## config.mk

```make
export PLATFORM = sky130hd
export DESIGN_NAME = contador_programa16
export DESIGN_NICKNAME = d
export VERILOG_FILES = /design/src/rtl/contador_programa16_pkg.sv /design/src/rtl/contador_programa16_inc16.sv /design/src/rtl/contador_programa16.sv
export SDC_FILE = /design/constraint.sdc
export NUM_CORES = 1
export LEC_CHECK = 0
export CAP_MARGIN = 20
export CORE_ASPECT_RATIO = 1.2
export CORE_MARGIN = 2
export CORE_UTILIZATION = 50
export CTS_CLUSTER_DIAMETER = 200
export CTS_CLUSTER_SIZE = 8
export DETAILED_ROUTE_END_ITERATION = 16
export PLACE_DENSITY = 0.72
export REMOVE_ABC_BUFFERS = 1
export SYNTH_ARGS = -nofsm -noshare
export SYNTH_HDL_FRONTEND = slang
export SYNTH_HIERARCHICAL = 1
export SYNTH_SLANG_ARGS = --single-unit
```

## constraint.sdc

```tcl
create_clock -name clk -period 5.2 [get_ports clk]
set_input_delay 1.04 -clock clk [delete_from_list [all_inputs] [get_ports clk]]
set_output_delay 1.04 -clock clk [all_outputs]
set_load 0.02 [all_outputs]
```

## src/rtl/contador_programa16_pkg.sv

```systemverilog
// contador_programa16_pkg
//   Shared definitions for the program-counter sequencer:
//   - default reset address and address width
//   - command encoding, in priority order
//   - decodifica_cmd: turns the raw strobes into the single command executed this cycle
package contador_programa16_pkg;

   localparam int          LARGURA_PADRAO        = 16;
   localparam logic [15:0] ENDERECO_RESET_PADRAO = 16'h0000;

   // Listed from highest to lowest priority.
   typedef enum logic [2:0] {
      CMD_CLR  = 3'd0,
      CMD_RET  = 3'd1,
      CMD_CALL = 3'd2,
      CMD_LOAD = 3'd3,
      CMD_INC  = 3'd4,
      CMD_HOLD = 3'd5
   } cmd_t;

   // Exactly one command wins. Lower-priority strobes are dropped, not queued.
   function automatic cmd_t decodifica_cmd(input logic clr,
                                           input logic retorno,
                                           input logic chamada,
                                           input logic carga,
                                           input logic inc);
      if (clr)          return CMD_CLR;
      else if (retorno) return CMD_RET;
      else if (chamada) return CMD_CALL;
      else if (carga)   return CMD_LOAD;
      else if (inc)     return CMD_INC;
      else              return CMD_HOLD;
   endfunction

endpackage

```

## src/rtl/contador_programa16_inc16.sv

```systemverilog
// inc16
//   16-bit incrementer: saida = entrada + 1 + carry_in (modulo 2^16).
//   Ports:
//     entrada  in  16  value to increment
//     carry_in in  1   extra increment (tied to 0 by the sequencer)
//     saida    out 16  incremented value; wraps FFFF -> 0000 silently
module inc16
   import contador_programa16_pkg::*;
(
   input  logic [15:0] entrada,
   input  logic        carry_in,
   output logic [15:0] saida
);

   assign saida = entrada + 16'd1 + {15'd0, carry_in};

endmodule

```

## src/rtl/contador_programa16.sv

```systemverilog
// contador_programa16
//   Program-counter sequencer with a small return-address stack.
//   Each cycle exactly one action is taken, in priority order:
//   clr > retorno > chamada > carga > inc > hold.
//   Ports:
//     clk          in   1   rising-edge clock
//     rst_n        in   1   asynchronous active-low reset
//     clr          in   1   synchronous clear: saida, stack pointer and erro
//     retorno      in   1   pop return address into saida
//     chamada      in   1   push saida+1, jump to entrada
//     carga        in   1   load entrada into saida
//     inc          in   1   saida <= saida+1
//     entrada      in   16  jump/load target
//     saida        out  16  current program counter (registered)
//     pilha_vazia  out  1   stack empty
//     pilha_cheia  out  1   stack full
//     erro         out  1   sticky overflow/underflow flag
module contador_programa16
   import contador_programa16_pkg::*;
#(
   parameter int          LARGURA        = LARGURA_PADRAO,
   parameter int          PROF_PILHA     = 4,
   parameter logic [15:0] ENDERECO_RESET = ENDERECO_RESET_PADRAO
)(
   input  logic               clk,
   input  logic               rst_n,
   input  logic               clr,
   input  logic               retorno,
   input  logic               chamada,
   input  logic               carga,
   input  logic               inc,
   input  logic [LARGURA-1:0] entrada,
   output logic [LARGURA-1:0] saida,
   output logic               pilha_vazia,
   output logic               pilha_cheia,
   output logic               erro
);

   localparam int SP_W  = $clog2(PROF_PILHA + 1);
   // Index width for the stack array itself; at least one bit.
   localparam int IDX_W = (PROF_PILHA > 1) ? $clog2(PROF_PILHA) : 1;

   logic [LARGURA-1:0] pilha [PROF_PILHA];
   logic [SP_W-1:0]    sp;

   logic [LARGURA-1:0] saida_mais1;
   logic [LARGURA-1:0] saida_prox;
   logic [SP_W-1:0]    sp_prox;
   logic               erro_prox;
   logic               empilha;
   logic [IDX_W-1:0]   idx_push;
   logic [IDX_W-1:0]   idx_pop;
   logic               vazia;
   logic               cheia;
   cmd_t               cmd;

   // One incrementer serves both the inc path and the pushed return address.
   inc16 u_inc16 (
      .entrada  (saida),
      .carry_in (1'b0),
      .saida    (saida_mais1)
   );

   assign vazia    = (sp == '0);
   assign cheia    = (sp == SP_W'(PROF_PILHA));
   assign idx_push = IDX_W'(sp);
   assign idx_pop  = IDX_W'(sp - SP_W'(1));

   assign cmd = decodifica_cmd(clr, retorno, chamada, carga, inc);

   always_comb begin
      saida_prox = saida;
      sp_prox    = sp;
      erro_prox  = erro;
      empilha    = 1'b0;
      case (cmd)
         CMD_CLR: begin
            saida_prox = ENDERECO_RESET;
            sp_prox    = '0;
            erro_prox  = 1'b0;
         end
         CMD_RET: begin
            if (vazia) begin
               erro_prox = 1'b1;
            end else begin
               saida_prox = pilha[idx_pop];
               sp_prox    = sp - SP_W'(1);
            end
         end
         CMD_CALL: begin
            // A call on a full stack is refused entirely: no push, no jump.
            if (cheia) begin
               erro_prox = 1'b1;
            end else begin
               empilha    = 1'b1;
               saida_prox = entrada;
               sp_prox    = sp + SP_W'(1);
            end
         end
         CMD_LOAD: saida_prox = entrada;
         CMD_INC:  saida_prox = saida_mais1;
         default:  ;
      endcase
   end

   always_ff @(posedge clk or negedge rst_n) begin
      if (!rst_n) begin
         saida <= ENDERECO_RESET;
         sp    <= '0;
         erro  <= 1'b0;
      end else begin
         saida <= saida_prox;
         sp    <= sp_prox;
         erro  <= erro_prox;
      end
   end

   // Stack contents need no reset: sp=0 makes every entry unreachable.
   always_ff @(posedge clk) begin
      if (empilha) begin
         pilha[idx_push] <= saida_mais1;
      end
   end

   assign pilha_vazia = vazia;
   assign pilha_cheia = cheia;

endmodule

```

Word-level counts from Yosys, hierarchy flattened
Memory sizes are Yosys's and may differ from the RTL's.
Cells that the tools add are included.
{ "op_classes": {"n_eq_ne": 9, "mux": 18, "add_sub_neg": 3, "n_shift": 0, "bitwise": 0, "magnitude_cmp": 0, "n_div": 0, "reduce_logical": 7, "mul": 0} }
{ "ops": {"columns": ["cell", "n"], "rows": [
  ["$pmux W16 S5", 1],
  ["$mux W16", 2],
  ["$mux W3", 6],
  ["$add A16 B1 Y16 const B", 1],
  ["$pmux W3 S3", 1],
  ["$reduce_and A3 Y1", 3],
  ["$ne A2 B2 Y1 const B", 4],
  ["$mux W1", 7],
  ["$eq A3 B2 Y1 const B", 2],
  ["$eq A3 B3 Y1 const B", 2],
  ["$logic_not A3 Y1", 2],
  ["$reduce_bool A5 Y1", 1],
  ["$add A3 B1 Y3 const B", 1],
  ["$eq A3 B1 Y1 const B", 1],
  ["$pmux W1 S3", 1],
  ["$reduce_bool A3 Y1", 1],
  ["$sub A3 B1 Y3 const B", 1]
]} }
{ "totals": {"output_inout_bits": 19, "mem_bits_rw": 64, "romBits": 0, "ff_bits": 20, "memories": 1, "inputBits": 23, "latchBits": 0} }
{ "memory_table": {"columns": ["name", "depth", "word_bits", "rd", "rd_ports_with_merged_regs", "write_ports", "line", "source"], "rows": [
  ["pilha", 4, 16, 1, 0, 1, "contador_programa16.sv:43", "logic [LARGURA-1:0] pilha [PROF_PILHA];"]
]} }

Depth between registers and ports, before layout
Gate-level depths: netlist of the first run.
{ "depth": {"ltp_word": 9, "ltp_mapped": 10, "mapped_depth_nobuf": 9} }

Cells and area by module
Netlist of the first run, hierarchy kept.
{ "by_module_without_submodules": {"columns": ["mod", "area_each_um2", "n_inst", "cells_per_inst", "seq_area_each_um2"], "rows": [
  ["contador_programa16", 3621.0, 1, 255, 2422.3],
  ["inc16", 325.3, 1, 46, 0.0]
]} }

Worst setup path after synthesis of the first run
OpenSTA, ideal clock, no wires.
{ "synth_timing": {"path_type": "input to register", "startpoint": "input retorno", "endpoint": "memory pilha[0][0] (netlist bit) (enable)", "cell_stages": 3, "setup_time_ns": 0.388, "slack_ns": 2.464, "path_buffers": 1, "t_arrival_ns": 2.347, "cell_sequence": "buf_6 > or3b_2 > nor2_1"} }
{ "synth_via": {"elab_chain_cells": 6} }
{ "synth_rtl": {"columns": ["item", "line", "source"], "rows": [
  ["start: declaration", "contador_programa16.sv:28", "input logic retorno,"],
  ["$mux W3", "contador_programa16_pkg.sv:28", "else if (retorno) return CMD_RET;"],
  ["$mux W3", "contador_programa16_pkg.sv:27", "if (clr) return CMD_CLR;"],
  ["$eq A3 B2 Y1", "contador_programa16.sv:76", "case (cmd)"],
  ["$mux W1", "contador_programa16.sv:76", null],
  ["$mux W1", "contador_programa16.sv:120", "if (empilha) begin"],
  ["$mux W1 (not written as such)", "contador_programa16.sv:121", "pilha[idx_push] <= saida_mais1;"],
  ["end: declaration", "contador_programa16.sv:43", null]
]} }
No other way between the ends.

Worst setup path in the final report of the first run
{ "layout_timing": {"startpoint": "input clr", "endpoint": "register saida[0]"} }
{ "layout_via": {"elab_chain_cells": 4, "word_cells_on_any_way": 11} }
{ "layout_rtl": {"columns": ["item", "line", "source"], "rows": [
  ["start: declaration", "contador_programa16.sv:27", "input logic clr,"],
  ["$mux W3 (*)", "contador_programa16_pkg.sv:27", null],
  ["$eq A3 B2 Y1 (tied with other cells)", "contador_programa16.sv:76", null],
  ["$reduce_bool A5 Y1 (no line) or $ne A2 B2 Y1 (tied branches)", null, null],
  ["$reduce_and A3 Y1 (no line)", null, null],
  ["end signal: assignment", "contador_programa16.sv:112", "saida <= saida_prox;"],
  ["end: declaration", "contador_programa16.sv:33", "output logic [LARGURA-1:0] saida,"]
]} }
Every way passes the cells marked *; elsewhere a longest branch is shown, timed or not.
A chain may end at the register's enable or synchronous reset.

==> impl_metrics.sql, run 1 <==
INSERT INTO impl_metrics (metric_group, metric, value, unit) VALUES
('sta', 'worst_slew_pin_tran', '0.961', 'ns'),
('power_and_ir_drop', 'p_sw_frac', '0.306', ''),
('finish', 'num-nets-final', '373', ''),
('yosys', 'synthArstFlopShare', '0.238', ''),
('detailed_routing', 'route.detailed.vias_per_inst', '6.01', ''),
('sta', 'hold_viol_final', '0', ''),
('finish', 'filler_cell_count', '611', ''),
('flow_run', 'maxCapViolations', '0', ''),
('clock_tree', 'cts_h_tree_lvls', '3', ''),
('sta', 'max_freq', '311', 'MHz'),
('sta', 'relSlewSlack', '0.360', ''),
('clock_tree', 'cts_setup_buffers', '0', ''),
('power_and_ir_drop', 'comb_power_share', '0.251', ''),
('detailed_routing', 'initialDrtViolationCount', '176', ''),
('floorplanning', 'design.portCount', '42', ''),
('clock_tree', 'cts.root.buffer_cell', 'clkbuf_8', ''),
('floorplanning', 'die_area', '8620', 'um2'),
('finish', 'area_occupied_by_multi_input_gates', '1400', 'um2'),
('placed_design', 'detailedPlacementHpwl', '5.36', 'mm'),
('global_routing', 'grt_first_pass_wirelength', '14.1', 'mm'),
('global_routing', 'grt.total_usage', '0.218', ''),
('floorplanning', 'core.rowCount', '35', ''),
('placed_design', 'placed_area', '4430', 'um2'),
('floorplanning', 'die_width', '85.1', 'um'),
('placed_design', 'count_of_buffers_inserted_at_the_top_level_ports', '41', ''),
('detailed_routing', 'routedWlPerCell', '20.2', 'um'),
('clock_tree', 'cts_resized', '0', ''),
('yosys', 'synth-edff-count', '64', ''),
('clock_tree', 'clk_path_buf_depth', '2', ''),
('setup_path', 'setup.worst_path.start_class', 'input port', ''),
('yosys', 'syn_area_per_cell', '13.1', 'um2'),
('setup_path', 'cp_max_fo', '16', ''),
('floorplanning', 'core-area', '7660', 'um2'),
('yosys', 'cells_after_synthesis', '301', ''),
('sta', 'setup_repair_after_global_routing_missed_its_margin', 'no', ''),
('sta', 'count_of_endpoints_failing_setup_in_the_final_report', '0', ''),
('worst_hold_path', 'worst_hold_path_type', 'reg2reg', ''),
('power_and_ir_drop', 'vdd_drop_max', '0.198', 'mV'),
('sta', 'slew_viol_final', '0', ''),
('global_routing', 'antenna_violations_before_repair', '0', ''),
('yosys', 'cell_area_after_synthesis', '3950', 'um2'),
('global_routing', 'gr-total-overflow', '0', ''),
('power_and_ir_drop', 'p_clk_frac', '0.276', ''),
('clock_tree', 'clock_insertion_delay_worst_skew', '0.36', 'ns'),
('setup_path', 'worst-endpoint-arrival', '3.47', 'ns'),
('detailed_routing', 'drcViolationCount', '0', ''),
('power_and_ir_drop', 'leakagePower', '1.68', 'nW'),
('detailed_routing', 'finalWirelength', '8.87', 'mm'),
('floorplanning', 'floorplan.initialDensity', '0.515', ''),
('power_and_ir_drop', 'power.density_cell_area', '391', 'nW/um2'),
('yosys', 'synth_cell_type_count', '41', ''),
('clock_tree', 'postCtsHoldBufs', '0', ''),
('sta', 'final_period_util', '0.619', ''),
('finish', 'area_delta_synth_final', '18.1', '%'),
('finish', 'utilization', '0.608', ''),
('sta', 'final.min_clock_period', '3.22', 'ns'),
('clock_tree', 'number_of_clock_sinks_seen_by_cts', '84', ''),
('setup_path', 'crit_type', 'in2reg', ''),
('global_routing', 'first_global_vias', '2691', ''),
('finish', 'num_antenna_cells', '0', ''),
('power_and_ir_drop', 'internal-power', '0.00126', 'W'),
('setup_path', 'critPathCaptureType', 'flip-flop', ''),
('sta', 'fin_worst_skew', '0.00929', 'ns'),
('yosys', 'synth.yosys.seq_area_share', '0.614', ''),
('status', 'outcome', 'finished, final reports clean', ''),
('clock_tree', 'cts.reportedPaths.clkPinSlew', '0.08', 'ns'),
('setup_path', 'crit_required', '5.46', 'ns'),
('placed_design', 'place.gp.congestion', '0.819', ''),
('detailed_routing', 'antenna_violating_nets_post_route', '0', ''),
('yosys', 'synth-main-ff-cell', 'edfxtp_1', ''),
('clock_tree', 'numCtsBuffers', '9', '');
-- final cells by class --
type	count	area share
inverter	11	0.00886
clock buffer	11	0.0282
timing repair buffer	47	0.102
sequential	84	0.520
tap	92	0.0247
clock inverter	5	0.0164
multi-input combinational	190	0.300
-- path summary, 6_finish.rpt --
path / slack (ns) / cells after the start / end / startpoint
worst min register to register: 0.53 / 1 / sp[2]$_DFFE_PN0P_ / sp[2]$_DFFE_PN0P_
min in group asynchronous: 0.95 / 1 / erro$_DFFE_PN0P_ / rst_n
worst min-delay path: 0.53 / 1 / sp[2]$_DFFE_PN0P_ / sp[2]$_DFFE_PN0P_
max in group asynchronous: 3.83 / 2 / saida[4]$_DFFE_PN0P_ / rst_n
worst max register to register: 2.87 / 3 / pilha[3][1]$_DFFE_PP_ / sp[0]$_DFFE_PN0P_
worst max-delay path: 1.98 / 5 / saida[0]$_DFFE_PN0P_ / clr
-- routing by layer --
layer  GRT usage  up-vias  routed length (um)
met2       0.359       91                4470
met4      0.0928        0                 160
li1            -     1222                   -
met3      0.0416       12                 445
met5           0        -                   0
met1       0.283     1318                3800
-- critical path, cell delays in order --
cell and delay [ns]:
clkdlybuf4s50_1 0.81, nand3b_1 0.88, o22ai_1 0.39, a21oi_1 0.09, a311oi_2 0.26
-- flip-flops by register name (all words and copies together) (netlist names) --
register and cells:
sp 3, erro 1, saida 16, pilha 64
-- cells in the final DEF (no fill, tap or decap), types with 3 or more instances in the layout --
| cell type | instances |
|---|---|
| nor4_2 | 3 |
| edfxtp_1 | 64 |
| a211oi_1 | 3 |
| clkdlybuf4s50_1 | 41 |
| dfrtp_1 | 19 |
| nor3_1 | 4 |
| clkbuf_8 | 9 |
| a311oi_2 | 8 |
| mux2i_1 | 32 |
| inv_1 | 11 |
| ha_1 | 7 |
| and3_1 | 4 |
| nor2_1 | 26 |
| nand2_1 | 22 |
| nand3_1 | 4 |
| xor2_1 | 10 |
| a311oi_1 | 8 |
| o22ai_1 | 16 |
| a21oi_1 | 15 |
| xnor2_1 | 4 |
| buf_4 | 5 |
-- per-stage QoR --
stage | setup WS, ns | hold slack, ns | cells
global placement | 1.69 | 0.494 | 423
floorplan | 1.42 | 0.476 | 285
CTS | 1.99 | 0.529 | 439
finish | 1.98 | 0.530 | 440
global route | 1.83 | 0.565 | 440
detailed placement | 1.60 | 0.503 | 423
-- logic make-up (layout without fill, tap and decap cells) --
logic type,Yosys count,after routing,synth area share
flops,84,84,0.614
mux,32,32,0.0812
simple gates,78,78,0.103
compound gates,58,58,0.114
buf+inv,27,74,0.0339
xor+xnor,14,14,0.0311
fa+ha+maj,7,7,0.0222
other cells,1,1,0.000950
-- power groups by stage --
stage          Combinational (W)  Clock (W)  Sequential, W
2_1_floorplan           0.000230          0       0.000916
3_3_place_gp            0.000442          0       0.000874
3_5_place_dp            0.000452          0       0.000876
4_1_cts                 0.000455   0.000504       0.000861
5_1_grt                 0.000498   0.000533       0.000870
6_report                0.000458   0.000502       0.000862
-- synthesized netlist by cell type, types with 5 or more instances --
cell | instances | area share
a21oi_1 | 15 | 0.019
mux2i_1 | 32 | 0.081
a311oi_2 | 8 | 0.030
dfrtp_1 | 20 | 0.13
nand2_1 | 22 | 0.021
a311oi_1 | 8 | 0.018
clkbuf_1 | 5 | 0.0048
o22ai_1 | 16 | 0.025
nor2_1 | 26 | 0.025
xor2_1 | 10 | 0.022
inv_1 | 11 | 0.010
buf_2 | 8 | 0.010
edfxtp_1 | 64 | 0.49
ha_1 | 7 | 0.022
Note: power is estimated with default switching activity, not from simulation.
==> inputs of run 2 (changes only) <==
--- a/config.mk
+++ b/config.mk
@@ -12,7 +12,7 @@
 export CTS_CLUSTER_DIAMETER = 200
 export CTS_CLUSTER_SIZE = 8
 export DETAILED_ROUTE_END_ITERATION = 16
-export PLACE_DENSITY = 0.72
+export PLACE_DENSITY = 0.75
 export REMOVE_ABC_BUFFERS = 1
 export SYNTH_ARGS = -nofsm -noshare
 export SYNTH_HDL_FRONTEND = slang
==> constraint.sdc (replaced) <==
create_clock -name clk -period 2.8 [get_ports clk]
set_input_delay 0.56 -clock clk [delete_from_list [all_inputs] [get_ports clk]]
set_output_delay 0.56 -clock clk [all_outputs]
set_load 0.02 [all_outputs]
==> run 2 against run 1 <==
Sequential share of layout area fell by 0.61 points. Via count decreased by 0.34%. Cell count increased by 1.6%. Combinational power is 87% higher. Wire length is 4.1% lower. Sequential power increased by 86%. Critical path type is now reg2out. Critical endpoint is now pilha_cheia. Largest power group unchanged.
==> impl_metrics.sql, run 2 (same netlist as run 1, synthesis figures left out) <==
INSERT INTO impl_metrics (metric_group, metric, value, unit) VALUES
('status', 'outcome', 'finished, final reports clean', ''),
('global_routing', 'antenna_violations_before_repair', '0', ''),
('finish', 'layout_commonest_cell', 'edfxtp_1', ''),
('placed_design', 'count_of_buffers_inserted_at_the_top_level_ports', '41', ''),
('placed_design', 'place.gp.congestion', '0.827', ''),
('floorplanning', 'floorplan.initialDensity', '0.515', ''),
('finish', 'area_delta_synth_final', '19.5', '%'),
('clock_tree', 'cts_h_tree_lvls', '3', ''),
('detailed_routing', 'routedWlPerCell', '19.0', 'um'),
('setup_path', 'rr_worst_depth', '9', ''),
('power_and_ir_drop', 'power.total', '0.00339', 'W'),
('finish', 'utilization', '0.615', ''),
('setup_path', 'crit_type', 'reg2out', ''),
('finish', 'layout.area.seq', '2420', 'um2'),
('clock_tree', 'cts.reportedPaths.clkPinSlew', '0.08', 'ns'),
('sta', 'final.min_clock_period', '2.55', 'ns'),
('placed_design', 'detailedPlacementHpwl', '5.57', 'mm'),
('finish', 'max_flop_register', 'pilha', ''),
('setup_path', 'setup.worst_path.start_class', 'flip-flop', ''),
('power_and_ir_drop', 'p_sw_frac', '0.295', ''),
('clock_tree', 'cts_resized', '0', ''),
('global_routing', 'maximum_number_of_pins_on_one_net_before_global_route_repair', '37', ''),
('sta', 'setup_tns', '0', 'ns'),
('sta', 'setup_repair_after_global_routing_missed_its_margin', 'no', ''),
('power_and_ir_drop', 'leakagePower', '1.72', 'nW'),
('finish', 'largest_reg_flops', '64', ''),
('floorplanning', 'core-area', '7660', 'um2'),
('floorplanning', 'die_area', '8620', 'um2'),
('sta', 'fin_worst_skew', '0.00608', 'ns'),
('power_and_ir_drop', 'p_clk_frac', '0.274', ''),
('global_routing', 'grt_first_pass_wirelength', '13.8', 'mm'),
('finish', 'layout-drive-gt1-share', '0.124', ''),
('floorplanning', 'core.rowCount', '35', ''),
('sta', 'max_freq', '393', 'MHz'),
('detailed_routing', 'drcViolationCount', '0', ''),
('floorplanning', 'die_width', '85.1', 'um'),
('power_and_ir_drop', 'internal-power', '0.00239', 'W'),
('clock_tree', 'numCtsBuffers', '9', ''),
('floorplanning', 'design.portCount', '42', ''),
('clock_tree', 'clock_insertion_delay_worst_skew', '0.34', 'ns'),
('clock_tree', 'cts_setup_buffers', '0', ''),
('finish', 'num_antenna_cells', '0', ''),
('power_and_ir_drop', 'sequentialPowerShare', '0.472', ''),
('global_routing', 'first_global_vias', '2728', ''),
('setup_path', 'critPathCaptureType', 'output pin', ''),
('clock_tree', 'postCtsHoldBufs', '0', ''),
('finish', 'area_occupied_by_multi_input_gates', '1400', 'um2'),
('clock_tree', 'tritoncts_clock_tree', 'done', ''),
('sta', 'slew_viol_final', '0', ''),
('sta', 'relSlewSlack', '0.427', ''),
('finish', 'num-nets-final', '380', ''),
('finish', 'top_regs', 'pilha x64, saida x16, sp x3', ''),
('global_routing', 'grt.total_usage', '0.212', ''),
('finish', 'highest_count_cells_in_the_layout_ignoring_fill_and_taps', 'edfxtp_1 (64), clkdlybuf4s50_1 (41), mux2i_1 (32)', ''),
('detailed_routing', 'first_pass_iters', '4', ''),
('detailed_routing', 'initialDrtViolationCount', '214', ''),
('clock_tree', 'cts.root.buffer_cell', 'clkbuf_8', ''),
('setup_path', 'worst-endpoint-arrival', '1.99', 'ns'),
('sta', 'final_period_util', '0.909', ''),
('worst_hold_path', 'worst_hold_path.num_cells', '1', ''),
('detailed_routing', 'detailroute.via_count', '2634', ''),
('power_and_ir_drop', 'power.net_switching', '0.00100', 'W'),
('detailed_routing', 'route.detailed.vias_per_inst', '5.89', ''),
('flow_run', 'maxCapViolations', '0', ''),
('clock_tree', 'clk_path_buf_depth', '2', ''),
('clock_tree', 'number_of_clock_sinks_seen_by_cts', '84', ''),
('detailed_routing', 'antenna_violating_nets_post_route', '0', ''),
('setup_path', 'crit_required', '2.24', 'ns'),
('setup_path', 'cp_max_fo', '5', ''),
('sta', 'worst_slew_pin_tran', '0.856', 'ns'),
('worst_hold_path', 'worst_hold_path_type', 'reg2reg', ''),
('power_and_ir_drop', 'comb_power_share', '0.253', ''),
('finish', 'filler_cell_count', '574', ''),
('sta', 'hold_viol_final', '0', ''),
('floorplanning', 'die_height', '101', 'um'),
('power_and_ir_drop', 'power.density_cell_area', '718', 'nW/um2'),
('detailed_routing', 'finalWirelength', '8.51', 'mm'),
('global_routing', 'gr-total-overflow', '0', ''),
('power_and_ir_drop', 'vdd_drop_max', '0.447', 'mV'),
('sta', 'count_of_endpoints_failing_setup_in_the_final_report', '0', '');
-- run 2: per-stage QoR --
step | std cells | hold WS [ns] | area, um2 | setup WS [ns]
after floorplan | 285 | 0.264 | 3850 | -0.976
after global placement | 431 | 0.511 | 4500 | 0.343
after detailed placement | 431 | 0.510 | 4500 | 0.314
after CTS | 447 | 0.525 | 4720 | 0.246
after global routing | 447 | 0.559 | 4720 | 0.148
final | 447 | 0.525 | 4720 | 0.255
-- run 2: layout make-up --
type,instances,area share
inverter,11,0.00876
multi-input combinational,190,0.296
sequential,84,0.514
timing repair buffer,54,0.110
tap,92,0.0244
clock buffer,12,0.0308
clock inverter,4,0.0154
-- run 2: per-layer routing --
metal | track usage | part of all wire | vias up
li1 | - | - | 1231
met1 | 0.269 | 0.40 | 1292
met2 | 0.362 | 0.52 | 90
met3 | 0.0269 | 0.050 | 21
met4 | 0.100 | 0.027 | 0
met5 | 0 | 0 | -
-- run 2: path summary, 6_finish.rpt --
path / startpoint / endpoint / slack, ns
setup / recovery: sp[1]$_DFFE_PN0P_ / pilha_cheia / 0.25
hold / removal: sp[2]$_DFFE_PN0P_ / sp[2]$_DFFE_PN0P_ / 0.52
setup reg to reg: saida[0]$_DFFE_PN0P_ / saida[10]$_DFFE_PN0P_ / 0.45
hold reg to reg: sp[2]$_DFFE_PN0P_ / sp[2]$_DFFE_PN0P_ / 0.52
max in group asynchronous: rst_n / saida[12]$_DFFE_PN0P_ / 1.48
min in group asynchronous: rst_n / erro$_DFFE_PN0P_ / 0.70
-- run 2: power groups by stage --
stage               sequential, W  clock [W]  combinational (W)
detailed placement        0.00163          0           0.000857
finish                    0.00160   0.000929           0.000858
CTS                       0.00160   0.000944           0.000865
floorplan                 0.00170          0           0.000427
global route              0.00161   0.000997           0.000935
global placement          0.00162          0           0.000838
-- run 2: critical path, stage by stage, from the launching register on --
cell	delay, ns
dfrtp_1	0.42
inv_1	0.12
ha_1	0.20
nand2_1	0.13
inv_1	0.15
clkdlybuf4s50_1	0.63
==> inputs of run 3 (changes only) <==
--- a/config.mk
+++ b/config.mk
@@ -12,7 +12,7 @@
 export CTS_CLUSTER_DIAMETER = 200
 export CTS_CLUSTER_SIZE = 8
 export DETAILED_ROUTE_END_ITERATION = 16
-export PLACE_DENSITY = 0.75
+export PLACE_DENSITY = 0.74
 export REMOVE_ABC_BUFFERS = 1
 export SYNTH_ARGS = -nofsm -noshare
 export SYNTH_HDL_FRONTEND = slang
==> run 3 against run 2 <==
Critical path depth grew 3. Clock power is essentially flat. Design area grew 0.19%. Setup slack lost 0.083 ns. First-iteration DRC count shrank 29%. Utilization grew 0.11 points. Non-clock buffer count grew 3. Die area is the same.
==> impl_metrics.sql, run 3 (same netlist as run 1, synthesis figures left out) <==
INSERT INTO impl_metrics (metric_group, metric, value, unit) VALUES
('finish', 'area_occupied_by_multi_input_gates', '1400', 'um2'),
('setup_path', 'cp_max_fo', '23', ''),
('clock_tree', 'cts.reportedPaths.clkPinSlew', '0.09', 'ns'),
('floorplanning', 'floorplan.initialDensity', '0.515', ''),
('sta', 'relSlewSlack', '0.298', ''),
('detailed_routing', 'route.detailed.vias_per_inst', '5.96', ''),
('finish', 'filler_cell_count', '599', ''),
('global_routing', 'antenna_violations_before_repair', '0', ''),
('floorplanning', 'design.portCount', '42', ''),
('finish', 'area_delta_synth_final', '19.7', '%'),
('detailed_routing', 'routedWlPerCell', '19.4', 'um'),
('sta', 'worst_slew_pin_tran', '1.05', 'ns'),
('clock_tree', 'cts_setup_buffers', '0', ''),
('sta', 'setup_repair_after_global_routing_missed_its_margin', 'no', ''),
('global_routing', 'maximum_number_of_pins_on_one_net_before_global_route_repair', '37', ''),
('power_and_ir_drop', 'internal-power', '0.00236', 'W'),
('sta', 'fin_worst_skew', '0.0125', 'ns'),
('clock_tree', 'tritoncts_clock_tree', 'done', ''),
('setup_path', 'worst-endpoint-arrival', '2.89', 'ns'),
('clock_tree', 'postCtsHoldBufs', '0', ''),
('sta', 'hold_viol_final', '0', ''),
('power_and_ir_drop', 'comb_power_share', '0.252', ''),
('global_routing', 'grt_first_pass_wirelength', '14.1', 'mm'),
('sta', 'final.min_clock_period', '2.63', 'ns'),
('clock_tree', 'cts_resized', '0', ''),
('setup_path', 'crit_type', 'reg2reg', ''),
('placed_design', 'detailedPlacementHpwl', '5.59', 'mm'),
('power_and_ir_drop', 'power.net_switching', '0.00103', 'W'),
('sta', 'slew_viol_final', '0', ''),
('status', 'outcome', 'finished, final reports clean', ''),
('clock_tree', 'number_of_clock_sinks_seen_by_cts', '84', ''),
('floorplanning', 'die_height', '101', 'um'),
('finish', 'layout_commonest_cell', 'edfxtp_1', ''),
('finish', 'largest_reg_flops', '64', ''),
('global_routing', 'first_global_vias', '2735', ''),
('sta', 'final_period_util', '0.939', ''),
('clock_tree', 'cts.root.buffer_cell', 'clkbuf_8', ''),
('finish', 'layout.area.seq', '2420', 'um2'),
('power_and_ir_drop', 'sequentialPowerShare', '0.473', ''),
('power_and_ir_drop', 'leakagePower', '1.72', 'nW'),
('setup_path', 'critPathCaptureType', 'flip-flop', ''),
('flow_run', 'maxCapViolations', '0', ''),
('finish', 'layout-drive-gt1-share', '0.134', ''),
('sta', 'max_freq', '381', 'MHz'),
('finish', 'highest_count_cells_in_the_layout_ignoring_fill_and_taps', 'edfxtp_1 (64), clkdlybuf4s50_1 (41), mux2i_1 (32)', ''),
('power_and_ir_drop', 'power.density_cell_area', '716', 'nW/um2'),
('power_and_ir_drop', 'p_sw_frac', '0.304', ''),
('placed_design', 'place.gp.congestion', '0.846', ''),
('sta', 'setup_tns', '0', 'ns'),
('placed_design', 'count_of_buffers_inserted_at_the_top_level_ports', '41', ''),
('power_and_ir_drop', 'p_clk_frac', '0.275', ''),
('detailed_routing', 'antenna_violating_nets_post_route', '0', ''),
('finish', 'num_antenna_cells', '0', ''),
('global_routing', 'gr-total-overflow', '0', ''),
('floorplanning', 'core-area', '7660', 'um2'),
('floorplanning', 'die_width', '85.1', 'um'),
('clock_tree', 'cts_h_tree_lvls', '3', ''),
('detailed_routing', 'finalWirelength', '8.72', 'mm'),
('sta', 'timing.hold.ws', '0.550', 'ns'),
('worst_hold_path', 'worst_hold_path_type', 'reg2reg', ''),
('floorplanning', 'die_area', '8620', 'um2'),
('finish', 'top_regs', 'pilha x64, saida x16, sp x3', ''),
('finish', 'max_flop_register', 'pilha', ''),
('detailed_routing', 'first_pass_iters', '5', ''),
('floorplanning', 'core.rowCount', '35', ''),
('clock_tree', 'numCtsBuffers', '9', ''),
('clock_tree', 'clock_insertion_delay_worst_skew', '0.35', 'ns'),
('detailed_routing', 'initialDrtViolationCount', '151', ''),
('setup_path', 'crit_required', '3.06', 'ns'),
('detailed_routing', 'detailroute.via_count', '2681', ''),
('global_routing', 'grt.total_usage', '0.216', ''),
('power_and_ir_drop', 'vdd_drop_max', '0.427', 'mV'),
('sta', 'count_of_endpoints_failing_setup_in_the_final_report', '0', ''),
('clock_tree', 'clk_path_buf_depth', '2', ''),
('finish', 'num-nets-final', '383', ''),
('detailed_routing', 'drcViolationCount', '0', ''),
('setup_path', 'setup.worst_path.start_class', 'flip-flop', '');
==> run 3: changes by cell type in the layout (fill, tap and decap cells not counted) <==
| cell | change |
|---|---|
| clkinv_4 | +1 |
| buf_12 | -1 |
| clkbuf_1 | -1 |
| buf_4 | +4 |
| clkbuf_8 | -1 |
| clkinvlp_4 | +1 |
==> run 3: final timing paths <==
path | startpoint | to | slack [ns] | depth (start not counted)
max in group asynchronous | rst_n | sp[0]$_DFFE_PN0P_ | 1.99 | 2
min | erro$_DFFE_PN0P_ | erro$_DFFE_PN0P_ | 0.55 | 2
min reg2reg | erro$_DFFE_PN0P_ | erro$_DFFE_PN0P_ | 0.55 | 2
min in group asynchronous | rst_n | saida[14]$_DFFE_PN0P_ | 0.56 | 2
max | sp[1]$_DFFE_PN0P_ | saida[14]$_DFFE_PN0P_ | 0.17 | 8
max reg2reg | sp[1]$_DFFE_PN0P_ | saida[14]$_DFFE_PN0P_ | 0.17 | 8
==> run 3: through the flow <==
stage	total power, W	cell area, um2	util	setup slack (ns)	instances
floorplan	0.00213	3850	-	-0.976	285
global placement	0.00246	4510	0.588	0.0122	434
detailed placement	0.00248	4510	0.588	-0.0776	434
CTS	0.00340	4720	0.616	0.180	450
global route	0.00354	4720	0.616	0.0261	450
finish	0.00338	4720	0.616	0.172	450
==> run 3: critical path, stage by stage (launching register included) <==
cell	delay, ns
dfrtp_1	0.41
inv_1	0.10
ha_1	0.22
nand2_1	0.15
inv_1	0.12
a211oi_4	0.90
buf_4	0.33
nor2_1	0.07
a311oi_2	0.24
==> run 3: power by group through the flow <==
| stage | sequential (W) | clock (W) | combinational [W] |
|---|---|---|---|
| floorplan | 0.00170 | 0 | 0.000427 |
| global placement | 0.00163 | 0 | 0.000830 |
| detailed placement | 0.00163 | 0 | 0.000850 |
| CTS | 0.00160 | 0.000939 | 0.000856 |
| global route | 0.00162 | 0.000996 | 0.000928 |
| finish | 0.00160 | 0.000931 | 0.000853 |
==> run 3: area by class of cell <==
cell class / instances / area share
Sequential cell: 84 / 0.513
Multi-Input combinational cell: 190 / 0.296
Timing Repair Buffer: 57 / 0.112
Clock buffer: 10 / 0.0270
Tap cell: 92 / 0.0244
Clock inverter: 6 / 0.0188
Inverter: 11 / 0.00874
==> run 3: routing by layer <==
layer | vias up | global-route usage | wire length, um
li1 | 1234 | - | -
met1 | 1344 | 0.269 | 3500
met2 | 89 | 0.379 | 4640
met3 | 14 | 0.0326 | 426
met4 | 0 | 0.0879 | 147
met5 | - | 0 | 0
